$ cat config.mk
export PLATFORM = sky130hd
export DESIGN_NAME = csr_trap_unit
export DESIGN_NICKNAME = d
export VERILOG_FILES = /design/src/rtl/csr_trap_unit.sv
export SDC_FILE = /design/constraint.sdc
export NUM_CORES = 1
export LEC_CHECK = 0
export CORE_ASPECT_RATIO = 1.75
export CORE_MARGIN = 3
export CORE_UTILIZATION = 55
export CTS_CLUSTER_DIAMETER = 200
export CTS_CLUSTER_SIZE = 10
export DETAILED_ROUTE_END_ITERATION = 8
export HOLD_SLACK_MARGIN = 0.15
export PLACE_DENSITY = 0.87
export SLEW_MARGIN = 25
export SYNTH_ARGS = -nofsm -noshare
export SYNTH_HDL_FRONTEND = slang
export SYNTH_SLANG_ARGS = --single-unit
$ cat constraint.sdc
create_clock -name clk -period 3.32 [get_ports clk]
set_clock_uncertainty 0.05 [all_clocks]
set_input_delay 0.83 -clock clk [delete_from_list [all_inputs] [get_ports clk]]
set_output_delay 0.83 -clock clk [all_outputs]
set_load 0.02 [all_outputs]
$ cat src/rtl/csr_trap_unit.sv
// Machine-mode CSR file and trap sequencer for the execute-stage system path.
// Handles CSR read/modify/write, ecall/ebreak/illegal-CSR trap entry and mret.
// Each request runs a short multi-cycle FSM. Execute stays stalled until the
// FSM is back in IDLE.
module csr_trap_unit #(
    parameter int                XLEN        = 64,
    parameter logic [XLEN-1:0]   RESET_MTVEC = 64'h0000_0000_8000_0000
) (
    input  logic            clk,
    input  logic            rst,
    input  logic            sys_valid,
    output logic            sys_ready,
    input  logic [4:0]      e_cause,
    input  logic [XLEN-1:0] e_tval,
    input  logic [XLEN-1:0] rs1_data,
    input  logic [XLEN-1:0] pc,
    output logic            rd_wen,
    output logic [XLEN-1:0] rd_data,
    output logic            stall,
    output logic            redirect,
    output logic [XLEN-1:0] redirect_pc
);

    localparam logic [4:0] SYSOP_ECALL  = 5'd1;
    localparam logic [4:0] SYSOP_EBREAK = 5'd2;
    localparam logic [4:0] SYSOP_RET    = 5'd3;
    localparam logic [4:0] SYSOP_CSR_W  = 5'd4;
    localparam logic [4:0] SYSOP_CSR_S  = 5'd5;
    localparam logic [4:0] SYSOP_CSR_C  = 5'd6;

    typedef enum logic [2:0] {
        S_IDLE, S_CSR_RD, S_CSR_WB, S_TRAP_SAVE, S_TRAP_JUMP, S_RET_JUMP
    } state_t;

    state_t          state_q;
    logic [4:0]      cause_q;
    logic [11:0]     addr_q;
    logic [XLEN-1:0] rs1_q, pc_q;
    logic            mie_q, mpie_q;
    logic [XLEN-1:0] mtvec_q, mepc_q, mcause_q, mtval_q, mscratch_q;
    logic            rd_wen_q, redirect_q;
    logic [XLEN-1:0] rd_data_q, redirect_pc_q;

    logic            accept;
    logic            csr_legal;
    logic [XLEN-1:0] csr_rdata;
    logic [XLEN-1:0] csr_wdata;
    logic            unused_tval;

    // Only the low 12 bits of e_tval carry the CSR address
    assign unused_tval = ^e_tval[XLEN-1:12];

    // Causes above CSR_C are treated like "no op" and never accepted
    assign accept    = (state_q == S_IDLE) && sys_valid &&
                       (e_cause != 5'd0) && (e_cause <= SYSOP_CSR_C);
    assign sys_ready = (state_q == S_IDLE);
    assign stall     = accept || (state_q != S_IDLE);

    assign rd_wen      = rd_wen_q;
    assign rd_data     = rd_data_q;
    assign redirect    = redirect_q;
    assign redirect_pc = redirect_pc_q;

    // CSR read mux and legality decode for the latched address
    always_comb begin
        csr_legal = 1'b1;
        csr_rdata = '0;
        case (addr_q)
            12'h300: csr_rdata = {{(XLEN-8){1'b0}}, mpie_q, 3'b000, mie_q, 3'b000};
            12'h305: csr_rdata = mtvec_q;
            12'h340: csr_rdata = mscratch_q;
            12'h341: csr_rdata = mepc_q;
            12'h342: csr_rdata = mcause_q;
            12'h343: csr_rdata = mtval_q;
            default: csr_legal = 1'b0;
        endcase
    end

    // New CSR value from the old value (held in rd_data_q) and the operand
    always_comb begin
        csr_wdata = rs1_q;
        case (cause_q)
            SYSOP_CSR_S: csr_wdata = rd_data_q | rs1_q;
            SYSOP_CSR_C: csr_wdata = rd_data_q & ~rs1_q;
            default:     csr_wdata = rs1_q;
        endcase
    end

    // Sequencer: latches the request, walks the op, updates CSRs, emits pulses
    always_ff @(posedge clk) begin
        if (rst) begin
            state_q       <= S_IDLE;
            cause_q       <= '0;
            addr_q        <= '0;
            rs1_q         <= '0;
            pc_q          <= '0;
            mie_q         <= 1'b0;
            mpie_q        <= 1'b0;
            mtvec_q       <= {RESET_MTVEC[XLEN-1:2], 2'b00};
            mepc_q        <= '0;
            mcause_q      <= '0;
            mtval_q       <= '0;
            mscratch_q    <= '0;
            rd_wen_q      <= 1'b0;
            rd_data_q     <= '0;
            redirect_q    <= 1'b0;
            redirect_pc_q <= '0;
        end else begin
            rd_wen_q   <= 1'b0;
            redirect_q <= 1'b0;
            case (state_q)
                S_IDLE: begin
                    if (accept) begin
                        cause_q <= e_cause;
                        addr_q  <= e_tval[11:0];
                        rs1_q   <= rs1_data;
                        pc_q    <= pc;
                        if (e_cause == SYSOP_RET) begin
                            // mret target is known now, so redirect lands one cycle later
                            redirect_q    <= 1'b1;
                            redirect_pc_q <= mepc_q;
                            state_q       <= S_RET_JUMP;
                        end else if (e_cause == SYSOP_ECALL || e_cause == SYSOP_EBREAK) begin
                            state_q <= S_TRAP_SAVE;
                        end else begin
                            state_q <= S_CSR_RD;
                        end
                    end
                end
                S_CSR_RD: begin
                    if (csr_legal) begin
                        rd_data_q <= csr_rdata;
                        rd_wen_q  <= 1'b1;
                        state_q   <= S_CSR_WB;
                    end else begin
                        state_q <= S_TRAP_SAVE;
                    end
                end
                S_CSR_WB: begin
                    case (addr_q)
                        12'h300: begin
                            mie_q  <= csr_wdata[3];
                            mpie_q <= csr_wdata[7];
                        end
                        12'h305: mtvec_q    <= {csr_wdata[XLEN-1:2], 2'b00};
                        12'h340: mscratch_q <= csr_wdata;
                        12'h341: mepc_q     <= {csr_wdata[XLEN-1:1], 1'b0};
                        12'h342: mcause_q   <= csr_wdata;
                        12'h343: mtval_q    <= csr_wdata;
                        default: ;
                    endcase
                    state_q <= S_IDLE;
                end
                S_TRAP_SAVE: begin
                    mepc_q <= {pc_q[XLEN-1:1], 1'b0};
                    if (cause_q == SYSOP_ECALL) begin
                        mcause_q <= 64'd11;
                        mtval_q  <= '0;
                    end else if (cause_q == SYSOP_EBREAK) begin
                        mcause_q <= 64'd3;
                        mtval_q  <= pc_q;
                    end else begin
                        mcause_q <= 64'd2;
                        mtval_q  <= {{(XLEN-12){1'b0}}, addr_q};
                    end
                    mpie_q        <= mie_q;
                    mie_q         <= 1'b0;
                    // mtvec cannot change inside a trap sequence, so read it here
                    redirect_q    <= 1'b1;
                    redirect_pc_q <= {mtvec_q[XLEN-1:2], 2'b00};
                    state_q       <= S_TRAP_JUMP;
                end
                S_TRAP_JUMP: state_q <= S_IDLE;
                S_RET_JUMP: begin
                    mie_q   <= mpie_q;
                    mpie_q  <= 1'b1;
                    state_q <= S_IDLE;
                end
                default: state_q <= S_IDLE;
            endcase
        end
    end

endmodule

# Word level (Yosys, flattened, before mapping)
# Cells that the tools add are included.
[word_totals] in_bits=200 output_inout_bits=132 regBits=598 word_cells=95
[op_classes] magnitude_cmp=1 muxes=29 n_bitwise=4 n_eq_ne=23 n_reduce_logical=22
[op_table] operator="$pmux 64 s2" n=5
[op_table] operator="$mux 64" n=7
[op_table] operator="$pmux 64 s6" n=1
[op_table] operator="$eq 12x10->1 const B" n=6
[op_table] operator="$and 64x64->64" n=1
[op_table] operator="$not 64->64" n=1
[op_table] operator="$or 64x64->64" n=1
[op_table] operator="$reduce_and 2->1" n=8
[op_table] operator="$eq 5x2->1 const B" n=3
[op_table] operator="$ne 2x1->1 const B" n=6
[op_table] operator="$eq 5x1->1 const B" n=2
[op_table] operator="$eq 5x3->1 const B" n=2
[op_table] operator="$pmux 3 s3" n=1
[op_table] operator="$mux 1" n=8
[op_table] operator="$eq 3x2->1 const B" n=2
[op_table] operator="$mux 3" n=2
[op_table] operator="$pmux 1 s3" n=2
[op_table] operator="$reduce_bool 3->1" n=2
[op_table] operator="$reduce_or 6->1" n=1
[op_table] operator="$le 5x3->1 const B" n=1
[op_table] operator="$reduce_bool 5->1" n=1
[op_table] operator="$mux 4" n=1
[op_table] operator="$reduce_bool 2->1" n=2
[op_table] operator="$eq 3x1->1 const B" n=1
[op_table] operator="other kinds (9)" n=12

# Logic depth before layout (Yosys ltp)
# Gate-level depths: netlist (run 1).
[depth] ltp_word=6 mapped_depth=10

# Least setup slack after synthesis (run 1)
# Ideal clock, no wire load.
[synth_path] path_type="in2out" start="input e_cause[0]" end="output stall" path_slack_ns=0.195 required_ns=2.440 n_path_buf=2 t_arrival_ns=2.245 path_stages=5 path_cell_list="or4_1 -> nand4_1 -> clkbuf_1 -> clkbuf_1 -> nand2_1"
[synth_via] elab_chain_cells=4 elab_cells_between_ends=5 classes_between="1 x order compare; 4 x reduce/logical"
[synth_rtl] element="start, declared" line_no="13" rtl="input logic [4:0] e_cause,"
[synth_rtl] element="parallel branches: the longest is 2 deep, another holds $le 5x3->1"
[synth_rtl] element="$logic_and 1x1->1 *" line_no="55" rtl="(e_cause != 5'd0) && (e_cause <= SYSOP_CSR_C);"
[synth_rtl] element="$logic_or 1x1->1 *" line_no="57" rtl="assign stall = accept || (state_q != S_IDLE);"
[synth_rtl] element="end, declared" line_no="19" rtl="output logic stall,"
# Mark *: on every way between the ends.

# Worst setup path after layout (run 1)
# Ends and elaborated chain as after synthesis.

==> impl_metrics.env, run 1 <==
export IMPL_outcome="complete, no violations"
export IMPL_root_buffer="clkbuf_16"
export IMPL_cts_path_max_buffers=3
export IMPL_crit_path_max_fanout=2
export IMPL_seqCellArea_sq_mm=0.01194
export IMPL_reg2reg_depth=6
export IMPL_critPathSlowestCell="or4_1"
export IMPL_coreArea_sq_mm=0.04536
export IMPL_r2r_setup_slack_ps=220
export IMPL_syn_to_final_growth_pct=20.34
export IMPL_vias=24955
export IMPL_clkTransAtPathRegs_ps=60
export IMPL_critPathCapture="stall"
export IMPL_syn_nets=3147
export IMPL_grt_pass1_wl_mm=138.2
export IMPL_drv_slew=0
export IMPL_grt_pass1_vias=25428
export IMPL_cts_buffers=69
export IMPL_postCtsHoldBufs=0
export IMPL_track_usage_pct=35.39
export IMPL_die_area_sq_mm=0.04893
export IMPL_multi_input_area_sq_mm=0.01237
export IMPL_fin_crit_ps=3202
export IMPL_ys_seq_elements=596
export IMPL_busiest_layer="met2"
export IMPL_fin_crit_sh_pct=96.45
export IMPL_max_slew_margin_pct=23.71
export IMPL_synth_area_sq_mm=0.02541
export IMPL_final_cells=3670
export IMPL_place_congestion=0.9477
export IMPL_fin_util_pct=67.42
export IMPL_post_dp_hpwl_mm=53.77
export IMPL_finalSetupViolations=0
export IMPL_max_stage_delay_ps=550
export IMPL_cts_tree="done"
export IMPL_hold_class="reg2reg"
export IMPL_critPathLaunchType="input pin"
export IMPL_rsz0062_at_grt="no"
export IMPL_setup_worst_path_start="e_cause[0]"
export IMPL_leakagePower_uw=0.009996
export IMPL_tightest_slew_ps=1144
export IMPL_grt_max_degree=200
export IMPL_viasPerCell=6.800
export IMPL_crit_type="in2out"
export IMPL_fin_ws_ps=117.9
export IMPL_max_vdd_ir_drop_mv=0.5073
export IMPL_ys_warnings_count=0
export IMPL_drive_above_1_share_pct=8.376
export IMPL_hold_violations=0
export IMPL_wl_mm=90.25
export IMPL_n_fill_cell=3520
export IMPL_synth_top_cell_area_share_pct=46.95
export IMPL_crit_chain="clkdlybuf4s50_1 -> or4_1 -> nand4_1 -> nand2_2 -> buf_2"
export IMPL_clock_sinks=596
export IMPL_nets=3284
export IMPL_antenna_found_initial=0
export IMPL_critPathCaptureType="output pin"
export IMPL_port_buffers=278
export IMPL_avgSynthCellArea_sq_um=8.624
export IMPL_cellPowerDensity_mw_per_mm2=485.9
export IMPL_fmaxAchievable_ghz=0.3123
export IMPL_crit_required_ps=2440
export IMPL_rows=103
export IMPL_syn_inst=2947
export IMPL_synth_flop_cell="dfxtp_1"
export IMPL_htree_levels=3
export IMPL_drcViolationCount=0
export IMPL_wl_per_cell_um=24.59
export IMPL_yosysSeqAreaShare_pct=46.95
export IMPL_overflow=0
export IMPL_clock_latency_ps=590
export IMPL_synth_edf_count=0
export IMPL_synthTopCellsByArea="dfxtp_1, nand2_1, a22oi_1, a21oi_1, nor2_1"
export IMPL_synth_area_leader_cell="dfxtp_1"
export IMPL_async_flop_share_pct=0
export IMPL_dr_pass1_iters=7
export IMPL_synth_cell_types=55
export IMPL_drt_iter0_markers=3088
export IMPL_post_place_cells=3589
export IMPL_fp_dieH_um=290.4
export IMPL_arrival_ps=2320
export IMPL_die_w_um=168.5
export IMPL_post_place_ws_ps=-343.8
export IMPL_maxCapViolations=0
export IMPL_met2_usage_pct=59.13
export IMPL_use_met1_pct=39.52
export IMPL_r2r_end="mtvec_q[59]"
export IMPL_start_util_pct=56.02
export IMPL_ios=332
export IMPL_worstReg2RegStart="addr_q[0]"
export IMPL_ant_nets=0
export IMPL_grtUsageMet3_pct=6.668
## report_power, final
group / leakage, uW / switching (uW) / total (uW) / internal [uW]
Combinational: 0.00426 / 476 / 804 / 328
Sequential: 0.00481 / 91.7 / 7320 / 7230
Clock: 0.000924 / 2820 / 6730 / 3910
Total: 0.0100 / 3390 / 14900 / 11500
## timing repair
| item | 4_1_cts | 5_1_grt |
|---|---|---|
| pin swaps | 1 | 1 |
| setup endpoints to repair | 1 | 1 |
| buffers inserted | 0 | 0 |
| resized for setup | 4 | 1 |
## sequential cells by signal (all words and copies together) (netlist names), 12 cells and up
signal and flops:
pc_q 64, mscratch_q 64, mcause_q 64, mtvec_q 62, rs1_q 64, mtval_q 64, addr_q 12, redirect_pc 63
mepc_q 63, rd_data 64
## stage by stage
step / hold WS, ps / power, uW / setup TNS (ps) / cell area [sq um]
after CTS: 393.8 / 14850 / 0 / 30560
after global routing: 418.6 / 15190 / 0 / 30580
after global placement: 388.4 / 8230 / -2645 / 28670
final: 401.8 / 14860 / 0 / 30580
after floorplan: 381.2 / 7844 / 0 / 25410
after detailed placement: 392.8 / 8248 / -4816 / 28670
## kinds of logic after synthesis
kind of cell	Yosys count	share of synthesized area, %
DFF	596	46.95
AOI/OAI and AO/OA	855	24.46
xor gates and xnor gates	4	0.1379
other	1	0.01476
muxes	71	4.864
buffers and inverters	290	4.908
and+or+nand+nor	1130	18.67
## cell type report
cell class | instances | share of cell area, %
multi-input combinational | 2061 | 40.45
sequential | 596 | 39.04
timing repair buffer | 353 | 11.96
clock buffer | 74 | 5.916
tap | 577 | 2.361
clock inverter | 5 | 0.2373
inverter | 3 | 0.03682
antenna | 1 | 0.008182
## per-layer routing
layer,share of wire [%],vias up
met3,11,558
met4,8.5,0
met2,48,1865
li1,-,10821
met5,0,-
met1,33,11711
## cell usage after synthesis, drive strengths merged (8+ instances only)
| cell type | number |
|---|---|
| o2bb2ai | 42 |
| buf | 104 |
| clkbuf | 183 |
| a221o | 12 |
| nor2 | 272 |
| a211oi | 121 |
| nand2b | 8 |
| a22o | 86 |
| o21ai | 27 |
| dfxtp | 596 |
| a311oi | 63 |
| nand2 | 620 |
| mux4 | 42 |
| a221oi | 53 |
| nor2b | 68 |
| a21oi | 249 |
| o211ai | 13 |
| nand3 | 66 |
| nor3 | 61 |
| mux2i | 29 |
| a22oi | 181 |
## how the worst min path moves through the flow
stage	to	slack, ps	startpoint	cells after the start
floorplan	mepc_q[12]	380	pc_q[12]	2
global route	mepc_q[53]	420	pc_q[53]	2
CTS	mepc_q[33]	390	pc_q[33]	2
global placement	mepc_q[17]	390	pc_q[17]	2
detailed placement	mepc_q[20]	390	pc_q[20]	2
finish	mepc_q[33]	400	pc_q[33]	2
## worst max-delay path, delay by kind of cell
kind / cells / cell delay (ps)
buffers and inverters: 2 / 600
and+or+nand+nor: 3 / 890
## placed cells by master, fill, tap and decap left out, drive strengths merged, types with 6 or more instances in the layout
cell type / n
dfxtp: 596
clkdlybuf4s50: 276
clkbuf: 74
nor2b: 68
mux4: 42
o211ai: 13
a21oi: 249
and2: 7
a311oi: 63
nor3: 61
a22oi: 181
a221o: 12
nand2: 620
buf: 77
nor2: 272
inv: 6
a221oi: 53
nand3: 66
o2bb2ai: 42
o21ai: 27
nand2b: 8
mux2i: 29
a211oi: 121
a22o: 86
No activity file was read; power rests on OpenSTA's default activity.
==> inputs of run 2 (changes only) <==
Settings changed: PLACE_DENSITY 0.87 to 0.91.
==> impl_metrics.env, run 2 (same netlist as run 1, synthesis figures left out) <==
export IMPL_outcome="finished, violations left"
export IMPL_violations="design-rule violations"
export IMPL_arrival_ps=2280
export IMPL_ios=332
export IMPL_htree_levels=3
export IMPL_die_w_um=168.5
export IMPL_antenna_found_initial=2
export IMPL_port_buffers=278
export IMPL_place_congestion=0.8963
export IMPL_coreArea_sq_mm=0.04536
export IMPL_viasPerCell=6.814
export IMPL_grt_pass1_wl_mm=138.0
export IMPL_setup_tns_ps=0
export IMPL_dr_pass1_iters=9
export IMPL_grt_pass1_vias=25415
export IMPL_clock_latency_ps=580
export IMPL_critPathLaunchType="input pin"
export IMPL_crit_required_ps=2440
export IMPL_maxCapViolations=0
export IMPL_rsz0062_at_grt="no"
export IMPL_hold_class="reg2reg"
export IMPL_track_usage_pct=35.49
export IMPL_postCtsHoldBufs=0
export IMPL_fmaxAchievable_ghz=0.3165
export IMPL_cts_path_max_buffers=3
export IMPL_crit_type="in2out"
export IMPL_fin_crit_ps=3160
export IMPL_syn_to_final_growth_pct=20.36
export IMPL_clkTransAtPathRegs_ps=60
export IMPL_n_fill_cell=3403
export IMPL_vias=24967
export IMPL_drive_above_1_share_pct=8.198
export IMPL_crit_path_max_fanout=2
export IMPL_hold_violations=0
export IMPL_wl_mm=90.84
export IMPL_leakagePower_uw=0.009998
export IMPL_critPathCaptureType="output pin"
export IMPL_die_area_sq_mm=0.04893
export IMPL_clock_sinks=596
export IMPL_tightest_slew_ps=969.4
export IMPL_post_cts_repair_setup_buffers=0
export IMPL_max_vdd_ir_drop_mv=0.5074
export IMPL_max_slew_margin_pct=35.37
export IMPL_power_uw=14820
export IMPL_wl_per_cell_um=24.79
export IMPL_drt_iter0_markers=3254
export IMPL_ant_nets=0
export IMPL_cts_resized_gates=0
export IMPL_rows=103
export IMPL_cts_buffers=69
export IMPL_drcViolationCount=1
export IMPL_nets=3282
export IMPL_fp_dieH_um=290.4
export IMPL_start_util_pct=56.02
export IMPL_drv_slew=0
export IMPL_grt_max_degree=190
export IMPL_layout_commonest_cell="nand2_1"
export IMPL_root_buffer="clkbuf_16"
export IMPL_fin_crit_sh_pct=95.17
export IMPL_multi_input_area_sq_mm=0.01237
export IMPL_cts_tree="done"
export IMPL_finalSetupViolations=0
export IMPL_seqCellArea_sq_mm=0.01194
export IMPL_overflow=0
export IMPL_final_cell_mix="nand2_1, dfxtp_1, clkdlybuf4s50_1"
export IMPL_post_dp_hpwl_mm=53.93
export IMPL_cellPowerDensity_mw_per_mm2=484.4
## run 2: cell count changes in the layout (fill, tap and decap cells not counted), sizes merged
cell | previous run | this run
clkinv | 1 | 0
inv | 6 | 3
buf | 77 | 75
## run 2: cell type report
class | instances | share of cell area [%]
Clock inverter | 1 | 0.09817
Multi-Input combinational cell | 2061 | 40.43
Sequential cell | 596 | 39.03
Antenna cell | 1 | 0.008181
Timing Repair Buffer | 351 | 12.05
Tap cell | 577 | 2.360
Clock buffer | 74 | 5.984
Inverter | 3 | 0.03681
## run 2: layer usage
metal  GRT usage, %  routed length (um)  vias to the layer above
met2          59.48               43420                     1958
li1               -                   -                    10784
met1          38.99               29490                    11624
met3          6.845                9910                      599
met4          28.00                8005                        2
met5              0                  16                        -
## run 2: final timing paths
path | cells after the start | slack (ps) | from | end
max | 5 | 160 | e_cause[0] | stall
min | 2 | 410 | mtval_q[2] | mtval_q[2]
max reg2reg | 6 | 260 | addr_q[11] | mscratch_q[61]
min reg2reg | 2 | 410 | mtval_q[2] | mtval_q[2]
## run 2: where the power goes
part	internal, uW	switching [uW]
registers	7230	96.0
logic	333	470
clock network	3920	2760
total	11500	3330
## run 2: stage by stage
stage	instances	utilization, %	worst slack [ps]	instance area (sq um)	hold slack [ps]
3_3_place_gp	3586	63.20	117.3	28670	388.8
5_1_grt	3664	67.43	70.10	30590	423.9
4_1_cts	3661	67.30	142.8	30530	407.1
3_5_place_dp	3586	63.20	147.1	28670	398.1
2_1_floorplan	2947	-	195.3	25410	381.2
6_report	3664	67.43	160.5	30590	406.6
## run 2: worst max-delay path, stage by stage
cell             delay, ps
clkdlybuf4s50_1        410
or4_1                  550
nand4_1                160
nand2_1                120
buf_4                  200
